--- src/rtl/frv_alu_arbiter.sv ---
// Shares one combinational execute-stage ALU between the pipeline (port 0) and the ISE sequencer
// (port 1). Fixed priority to port 0, with starvation promotion of port 1.
module frv_alu_arbiter #(
    parameter int unsigned XLEN       = 32,
    parameter int unsigned OPW        = 33,
    parameter int unsigned STARVE_MAX = 4
) (
    input  logic            g_clk,
    input  logic            g_reset,

    input  logic            rq0_valid,
    output logic            rq0_ready,
    input  logic [XLEN-1:0] rq0_opr_a,
    input  logic [XLEN-1:0] rq0_opr_b,
    input  logic [4:0]      rq0_shamt,
    input  logic [OPW-1:0]  rq0_op,

    input  logic            rq1_valid,
    output logic            rq1_ready,
    input  logic [XLEN-1:0] rq1_opr_a,
    input  logic [XLEN-1:0] rq1_opr_b,
    input  logic [4:0]      rq1_shamt,
    input  logic [OPW-1:0]  rq1_op,

    output logic            rs0_valid,
    input  logic            rs0_ready,
    output logic [XLEN-1:0] rs0_result,
    output logic [2:0]      rs0_cmp,

    output logic            rs1_valid,
    input  logic            rs1_ready,
    output logic [XLEN-1:0] rs1_result,
    output logic [2:0]      rs1_cmp,

    output logic [XLEN-1:0] alu_opr_a,
    output logic [XLEN-1:0] alu_opr_b,
    output logic [4:0]      alu_shamt,
    output logic [OPW-1:0]  alu_op,
    input  logic [XLEN-1:0] alu_result,
    input  logic [2:0]      alu_cmp,

    output logic            prio1
);

    // STARVE_MAX must lie in 1..15 so it fits the 4-bit counter.
    localparam logic [3:0] StarveMax = 4'(STARVE_MAX);

    typedef enum logic [0:0] {
        StPrio0,
        StPrio1
    } state_e;

    state_e          state_q, state_d;
    logic [3:0]      starve_q, starve_d;

    logic            elig0, elig1;
    logic            grant0, grant1;

    logic            rs0_valid_q, rs1_valid_q;
    logic [XLEN-1:0] rs0_result_q, rs1_result_q;
    logic [2:0]      rs0_cmp_q, rs1_cmp_q;

    // A port may issue when its response slot is empty or being drained this cycle.
    assign elig0 = rq0_valid && (!rs0_valid_q || rs0_ready);
    assign elig1 = rq1_valid && (!rs1_valid_q || rs1_ready);

    always_comb begin
        grant0 = 1'b0;
        grant1 = 1'b0;
        if (!g_reset) begin
            unique case (state_q)
                StPrio0: begin
                    grant0 = elig0;
                    grant1 = elig1 && !elig0;
                end
                StPrio1: begin
                    grant1 = elig1;
                    grant0 = elig0 && !elig1;
                end
                default: begin
                    grant0 = 1'b0;
                    grant1 = 1'b0;
                end
            endcase
        end
    end

    assign rq0_ready = grant0;
    assign rq1_ready = grant1;

    // Operands are zeroed when nothing is granted to keep the ALU inputs quiet.
    always_comb begin
        alu_opr_a = '0;
        alu_opr_b = '0;
        alu_shamt = '0;
        alu_op    = '0;
        if (grant0) begin
            alu_opr_a = rq0_opr_a;
            alu_opr_b = rq0_opr_b;
            alu_shamt = rq0_shamt;
            alu_op    = rq0_op;
        end else if (grant1) begin
            alu_opr_a = rq1_opr_a;
            alu_opr_b = rq1_opr_b;
            alu_shamt = rq1_shamt;
            alu_op    = rq1_op;
        end
    end

    always_comb begin
        starve_d = starve_q;
        if (grant1) begin
            starve_d = 4'd0;
        end else if (elig1 && (starve_q < StarveMax)) begin
            starve_d = starve_q + 4'd1;
        end
    end

    // State register.
    always_ff @(posedge g_clk) begin
        if (g_reset) begin
            state_q  <= StPrio0;
            starve_q <= 4'd0;
        end else begin
            state_q  <= state_d;
            starve_q <= starve_d;
        end
    end

    // Promotion takes effect on the edge where the counter reaches its limit, so port 1 wins
    // the very next cycle.
    always_comb begin
        state_d = state_q;
        unique case (state_q)
            StPrio0: if (starve_d == StarveMax) state_d = StPrio1;
            StPrio1: if (grant1) state_d = StPrio0;
            default: state_d = StPrio0;
        endcase
    end

    always_comb begin
        prio1 = (state_q == StPrio1);
    end

    // A new response takes precedence over draining the old one.
    always_ff @(posedge g_clk) begin
        if (g_reset) begin
            rs0_valid_q  <= 1'b0;
            rs0_result_q <= '0;
            rs0_cmp_q    <= '0;
        end else if (grant0) begin
            rs0_valid_q  <= 1'b1;
            rs0_result_q <= alu_result;
            rs0_cmp_q    <= alu_cmp;
        end else if (rs0_valid_q && rs0_ready) begin
            rs0_valid_q  <= 1'b0;
        end
    end

    always_ff @(posedge g_clk) begin
        if (g_reset) begin
            rs1_valid_q  <= 1'b0;
            rs1_result_q <= '0;
            rs1_cmp_q    <= '0;
        end else if (grant1) begin
            rs1_valid_q  <= 1'b1;
            rs1_result_q <= alu_result;
            rs1_cmp_q    <= alu_cmp;
        end else if (rs1_valid_q && rs1_ready) begin
            rs1_valid_q  <= 1'b0;
        end
    end

    assign rs0_valid  = rs0_valid_q;
    assign rs0_result = rs0_result_q;
    assign rs0_cmp    = rs0_cmp_q;
    assign rs1_valid  = rs1_valid_q;
    assign rs1_result = rs1_result_q;
    assign rs1_cmp    = rs1_cmp_q;

    a_grant_exclusive: assert property (@(posedge g_clk) !(grant0 && grant1));

    a_reset_blocks_ready: assert property (@(posedge g_clk)
        g_reset |-> (!rq0_ready && !rq1_ready));

    a_idle_gated: assert property (@(posedge g_clk)
        !(grant0 || grant1) |-> (alu_op == '0 && alu_opr_a == '0 && alu_opr_b == '0
                                 && alu_shamt == '0));

    a_starve_bounded: assert property (@(posedge g_clk) disable iff (g_reset)
        starve_q <= StarveMax);

endmodule

--- config.mk ---
export PLATFORM = sky130hd
export DESIGN_NAME = frv_alu_arbiter
export DESIGN_NICKNAME = d
export VERILOG_FILES = /design/src/rtl/frv_alu_arbiter.sv
export SDC_FILE = /design/constraint.sdc
export NUM_CORES = 1
export LEC_CHECK = 0
export ABC_AREA = 1
export CORE_AREA = 4 4 161 163
export CTS_CLUSTER_DIAMETER = 100
export DETAILED_ROUTE_END_ITERATION = 7
export DIE_AREA = 0 0 165 167
export SLEW_MARGIN = 20
export SYNTH_ARGS = -nofsm -noshare
export SYNTH_HDL_FRONTEND = slang
export SYNTH_SLANG_ARGS = --single-unit
--- constraint.sdc ---
create_clock -name g_clk -period 2.4 [get_ports g_clk]
set_clock_uncertainty 0.05 [all_clocks]
set_input_delay 0.72 -clock g_clk [delete_from_list [all_inputs] [get_ports g_clk]]
set_output_delay 0.72 -clock g_clk [all_outputs]
set_load 0.05 [all_outputs]
==> out/summary.txt, run 1 <==
Status: complete, but fails checks
Failing checks: setup timing
Post-Syn Area: 0.003750 mm2
Die area: 0.02756 mm2
Cells after Synth: 462
Peak supply drop: 0.0003231 V
HPWL after detailed placement: 20720 um
Clock root cell: clkbuf_16
Rel. slew slack: 63.47%
CTS tree: built
Worst hold slack: 399.7 ps
DR WL/cell: 23.07 um
Post-synthesis average cell area: 8.117 um2
Fill count: 2187
Synth Area in Simple Gates: 11.78%
DP Cell Count: 1188
WS Path Type: in2out
Clk sink count: 77
Power per Cell Area: 494.3 mW/mm2
Post-synthesis mux area share: 0%
WHS Path Cells: 2
DR vias: 5387
I/O pin cnt: 422
Initial antenna violation count: 10
Hold Crit Class: reg2reg
IO Port Bufs: 421
Die W: 165 um
Distinct cells, synth: 23
First-pass GRT wire length: 39020 um
Post-synth top area share: 41.11%
Area grow syn2layout: 205.5%
Area contributors post-synth: dfxtp_1 41%, a22o_1 24%, nand2_1 8.1%
Gr busiest metal: met2
Min Tclk post-route: 2789 ps
Share of layout cells above drive strength 1: 32.57%
Hold Buf Count CTS: 0
Reg2Reg Depth: 12
Slew @ Worst Pin: 546.3 ps
DR iter-0 viols: 224
Post-synthesis sequential area ratio: 41.11%
Synthesized flop and latch total: 77
M2 GR Usage: 34.34%
Synth Area in XOR/XNOR: 0%
GRT overflow: 0
Drt total wl: 28910 um
DR pass1 iterations: 4
CP arrival: 2020 ps
Adder and majority gate portion of the synthesized area: 0.3337%
Vias in the first global route: 5684
DRT antenna net count: 0
Max Fclk: 0.3585 GHz
H-Tree Depth: 3
GP Congestion: 0.8500
Commonest cells post-synth: 102 x a22o_1, 81 x nand2_1, 77 x dfxtp_1
Top-count cell post-synth: a22o_1
Syn_nets: 708
# DRC: 0
GR Util All Layers: 19.19%
Worst-skew pair later-pin latency: 330 ps
Longest Clk Path Bufs: 2
Critical path endpoint category: primary output
Fin nets: 1162
Synth warnings: 0
Post-synth ARST share: 0%
Final cell count without fillers: 1253
Final period utilization: 116.2%
Worst setup SP type: input pin
Number of hold-slack violations in the final timing report: 0
Core Area: 0.02432 mm2
Final setup fails: 104
Clock transition at the registers of the reported paths: 60 ps
Core Rows: 57
Max Fanout on Critical Path: 6
Die height: 167 um
Final Slew Violations: 0
Vias per inst: 4.299
Top FF cell, synth: dfxtp_1
Required time worst endpoint: 1630 ps
Largest family of logic cells by synthesized area: compound AO/OA/AOI/OAI gates
Max_cap viols: 0
Largest net degree at the start of global routing: 40
Initial Utilization: 15.42%
Number of CTS-inserted buffers: 9
Leakage power: 4.746 nW
GR Util met1: 20.23%
RSZ-0062 raised after global routing: true
Post-synth EDFFs: 0
Setup ws final: -389.4 ps
GR Util met3: 6.698%
Top cell type by total area after synthesis: dfxtp_1
Compound-gate portion of the synthesized area: 34.87%
[cell usage in the layout (no fill, tap or decap), types with 11 or more instances in the layout]
cell / count
nand3_1: 16
nand2_1: 77
buf_4: 23
inv_1: 55
buf_12: 123
dfxtp_1: 77
clkbuf_16: 13
o22ai_1: 13
clkdlybuf4s50_1: 303
o21ai_1: 30
a22o_4: 91
buf_16: 13
a22o_1: 11
buf_6: 11
o21ai_0: 28
[repair_timing]
item,4_1_cts,5_1_grt
setup buffers,19,6
setup endpoints to repair,104,104
resized for setup,96,44
pin swaps,41,54
cloned,17,5
[through the flow]
step,setup TNS [ps],worst slack [ps],total power [mW],cell area [um2],utilization (%)
3_3_place_gp,-91430,-941.7,3.814,9674,39.78
5_1_grt,-39640,-429.5,5.869,11460,47.11
4_1_cts,-36850,-432.1,5.644,11110,45.67
6_report,-35380,-389.4,5.663,11460,47.11
3_5_place_dp,-92650,-933.4,3.825,9674,39.78
2_1_floorplan,-24330,-306.6,2.539,4025,-
[critical path: stages]
cell      delay (ps)
buf_6             70
a21boi_4         180
nand2_2           90
nand2_4           80
nor2_4            50
buf_8            140
buf_12           130
buf_16           140
a22o_4           250
buf_12           150
[report_power, final]
part / internal [mW] / leakage, nW / switching (mW)
combinational: 1.37 / 3.95 / 1.36
clock: 0.970 / 0.162 / 0.549
sequential: 1.37 / 0.633 / 0.0454
total: 3.70 / 4.75 / 1.96
[per-layer routing]
layer	vias to the layer above	wire length, um	share of wire [%]
li1	2540	-	-
met2	261	14980	52
met4	4	897	3.1
met5	-	23	0.080
met3	48	2457	8.5
met1	2534	10550	36
[registers in the layout, indices dropped and copies added, names as in the netlist]
register and count:
rs1_result 32, prio1 1, rs0_valid 1, rs1_valid 1, rs0_result 32, starve_q 4, rs0_cmp 3, rs1_cmp 3
[area by class of cell]
class | instances | area [um2] | area share, %
diodes | 8 | 20.02 | 0.1747
clock buffers | 11 | 252.7 | 2.206
clock inverters | 5 | 81.33 | 0.7098
inverters | 60 | 227.7 | 1.988
multi-input cells | 285 | 2591 | 22.62
flip-flops and latches | 77 | 1541 | 13.45
well taps | 324 | 405.4 | 3.538
repair buffers | 483 | 6337 | 55.31
[kinds of logic (layout without fill, tap and decap cells)]
| kind of cell | after synthesis | count (layout) |
|---|---|---|
| AOI/OAI and AO/OA | 178 | 178 |
| and+or+nand+nor | 106 | 106 |
| buffers and inverters | 100 | 559 |
| DFF | 77 | 77 |
| adders and majority gates | 1 | 1 |
| other | 0 | 8 |
[worst paths after layout]
path	from	to	slack, ps
setup / recovery	rq1_valid	alu_opr_a[18]	-390
hold / removal	starve_q[3]	starve_q[3]	400
setup reg to reg	rs1_valid	rs0_result[31]	350
hold reg to reg	starve_q[3]	starve_q[3]	400
Power figures use the tool's default switching activity.
==> inputs of run 2 (changes only) <==
--- a/config.mk
+++ b/config.mk
@@ -6,10 +6,12 @@
 export NUM_CORES = 1
 export LEC_CHECK = 0
 export ABC_AREA = 1
+export CAP_MARGIN = 20
 export CORE_AREA = 4 4 161 163
 export CTS_CLUSTER_DIAMETER = 100
 export DETAILED_ROUTE_END_ITERATION = 7
 export DIE_AREA = 0 0 165 167
+export REMOVE_ABC_BUFFERS = 1
 export SLEW_MARGIN = 20
 export SYNTH_ARGS = -nofsm -noshare
 export SYNTH_HDL_FRONTEND = slang
==> constraint.sdc (replaced) <==
create_clock -name g_clk -period 3.18 [get_ports g_clk]
set_clock_uncertainty 0.05 [all_clocks]
set_input_delay 0.954 -clock g_clk [delete_from_list [all_inputs] [get_ports g_clk]]
set_output_delay 0.954 -clock g_clk [all_outputs]
set_load 0.05 [all_outputs]
==> run 2 against run 1 <==
The run still ends with setup timing left. Utilization down 1.4 points. Setup slack gained 270 ps. Via count fell by 0.39%. Register-to-register slack improved by 740 ps. Cell count increased by 0.24%. Flip-flop and latch count unchanged. Clock power shrank 21%. Worst hold slack gained 1.6 ps. Design area decreased by 3.0%. Sequential share of layout area is 0.42 points higher. Critical path type unchanged. Largest cell class unchanged. Largest power group unchanged.
==> out/summary.txt, run 2 (synthesized netlist as in run 1, its figures left out) <==
Status: complete, but fails checks
Failing checks: setup timing
Die height: 167 um
Drt total wl: 26890 um
GR Util All Layers: 17.56%
Final Util: 45.69%
Placed cell areas: 0.009484 mm2
Final period utilization: 103.8%
Core Rows: 57
Finished layout cell area: 0.01111 mm2
Area grow syn2layout: 196.3%
DR iter-0 viols: 270
Vias in the first global route: 5235
First-pass GRT wire length: 35940 um
RSZ-0062 raised after global routing: true
Die W: 165 um
Min Tclk post-route: 3300 ps
Setup ws final: -120.3 ps
Clock transition at the registers of the reported paths: 60 ps
HPWL after detailed placement: 19700 um
Fill count: 2255
Core Area: 0.02432 mm2
Worst-skew pair later-pin latency: 340 ps
Pre-CTS WS: -502.0 ps
Share of layout cells above drive strength 1: 28.62%
CTS tree: built
Hold Crit Class: reg2reg
Largest net degree at the start of global routing: 40
Slowest cell on the critical path: a21boi_4
Most common cell after layout, fill and taps aside: clkdlybuf4s50_1
Initial Utilization: 15.42%
Worst path cell trace: buf_6 -> a21boi_4 -> nand2_2 -> nand2_4 -> nor2_4 -> buf_12 -> buf_12 -> clkbuf_16 -> a22o_4 -> buf_12
Critical path endpoint category: primary output
GRT overflow: 0
Max incr delay on CP: 220 ps
Fin nets: 1167
I/O pin cnt: 422
Initial antenna violation count: 7
Rel. slew slack: 59.70%
DR vias: 5366
Peak supply drop: 0.0002686 V
Worst setup SP type: input pin
Number of hold-slack violations in the final timing report: 0
Vias per inst: 4.272
DR pass1 iterations: 4
Required time worst endpoint: 2180 ps
DRT antenna net count: 0
Final Slew Violations: 0
Setup TNS Final: -7930 ps
Slew @ Worst Pin: 602.6 ps
Critical path's most frequent cell: buf_12
Clock root cell: clkbuf_16
Final setup fails: 95
WS Path Type: in2out
Max Fclk: 0.3030 GHz
Most frequent cells in the layout: 312 x clkdlybuf4s50_1, 112 x buf_12, 77 x nand2_1, 77 x dfxtp_1, 62 x a22o_4
Longest Clk Path Bufs: 2
# DRC: 0
GP Congestion: 0.8891
Leakage power: 4.551 nW
H-Tree Depth: 3
Clk sink count: 77
Max_cap viols: 0
Die area: 0.02756 mm2
Max Fanout on Critical Path: 6
Number of CTS-inserted buffers: 9
Power per Cell Area: 381.8 mW/mm2
IO Port Bufs: 421
CP arrival: 2300 ps
DR WL/cell: 21.41 um
run 2: changes by cell type in the layout (fill, tap and decap cells not counted), sizes merged:
cell           change
clkdlybuf4s50      +9
buf                -6
diode              -2
bufinv             +1
clkinvlp           -1
dlygate4sd2        +1
nor2               +1
run 2: worst max-delay path, delay by kind of cell:
kind	cells	cell delay [ps]
AO/OA/AOI/OAI	2	440
buffers and inverters	5	640
AND/OR/NAND/NOR	3	230
run 2: final timing paths:
check                   start             end  slack, ps  depth (start not counted)
setup / recovery    rq1_valid      alu_op[32]       -120                         10
setup reg to reg    rs1_valid  rs0_result[29]       1090                         11
hold / removal    starve_q[3]     starve_q[3]        400                          2
hold reg to reg   starve_q[3]     starve_q[3]        400                          2
run 2: metrics by stage:
stage / cells / total power, mW / hold WS [ps]
5_1_grt: 1255 / 4.404 / 431.1
4_1_cts: 1237 / 4.211 / 407.6
2_1_floorplan: 422 / 1.856 / 372.3
3_5_place_dp: 1195 / 2.846 / 398.4
6_report: 1256 / 4.242 / 401.3
3_3_place_gp: 1195 / 2.838 / 388.8
run 2: cell type report:
cell class	instances	area (um2)	area share (%)
Antenna cell	6	15.01	0.1351
Clock buffer	11	232.7	2.095
Tap cell	324	405.4	3.649
Timing Repair Buffer	487	6227	56.05
Multi-Input combinational cell	286	2354	21.18
Sequential cell	77	1541	13.87
Inverter	60	227.7	2.050
Clock inverter	5	107.6	0.9685
run 2: what timing repair did:
action                                  4_1_cts  5_1_grt
hold buffers                                  0        0
gates cloned                                 12        6
setup buffers                                16       12
endpoints found under the setup margin      104      102
resized for setup                            71       55
pin swaps                                    35       37
run 2: routing by layer:
metal  GRT usage, %  part of all wire [%]
met1          19.62                    37
met2          31.57                    52
met5              0                 0.052
met3          5.610                   8.6
met4          5.063                   2.3
run 2: where the power goes:
part           internal, mW  total [mW]  switching, mW  leakage (nW)
clock                 0.772        1.20          0.423         0.164
combinational         0.988        1.98          0.990          3.75
sequential             1.03        1.07         0.0362         0.633
total                  2.79        4.24           1.45          4.55
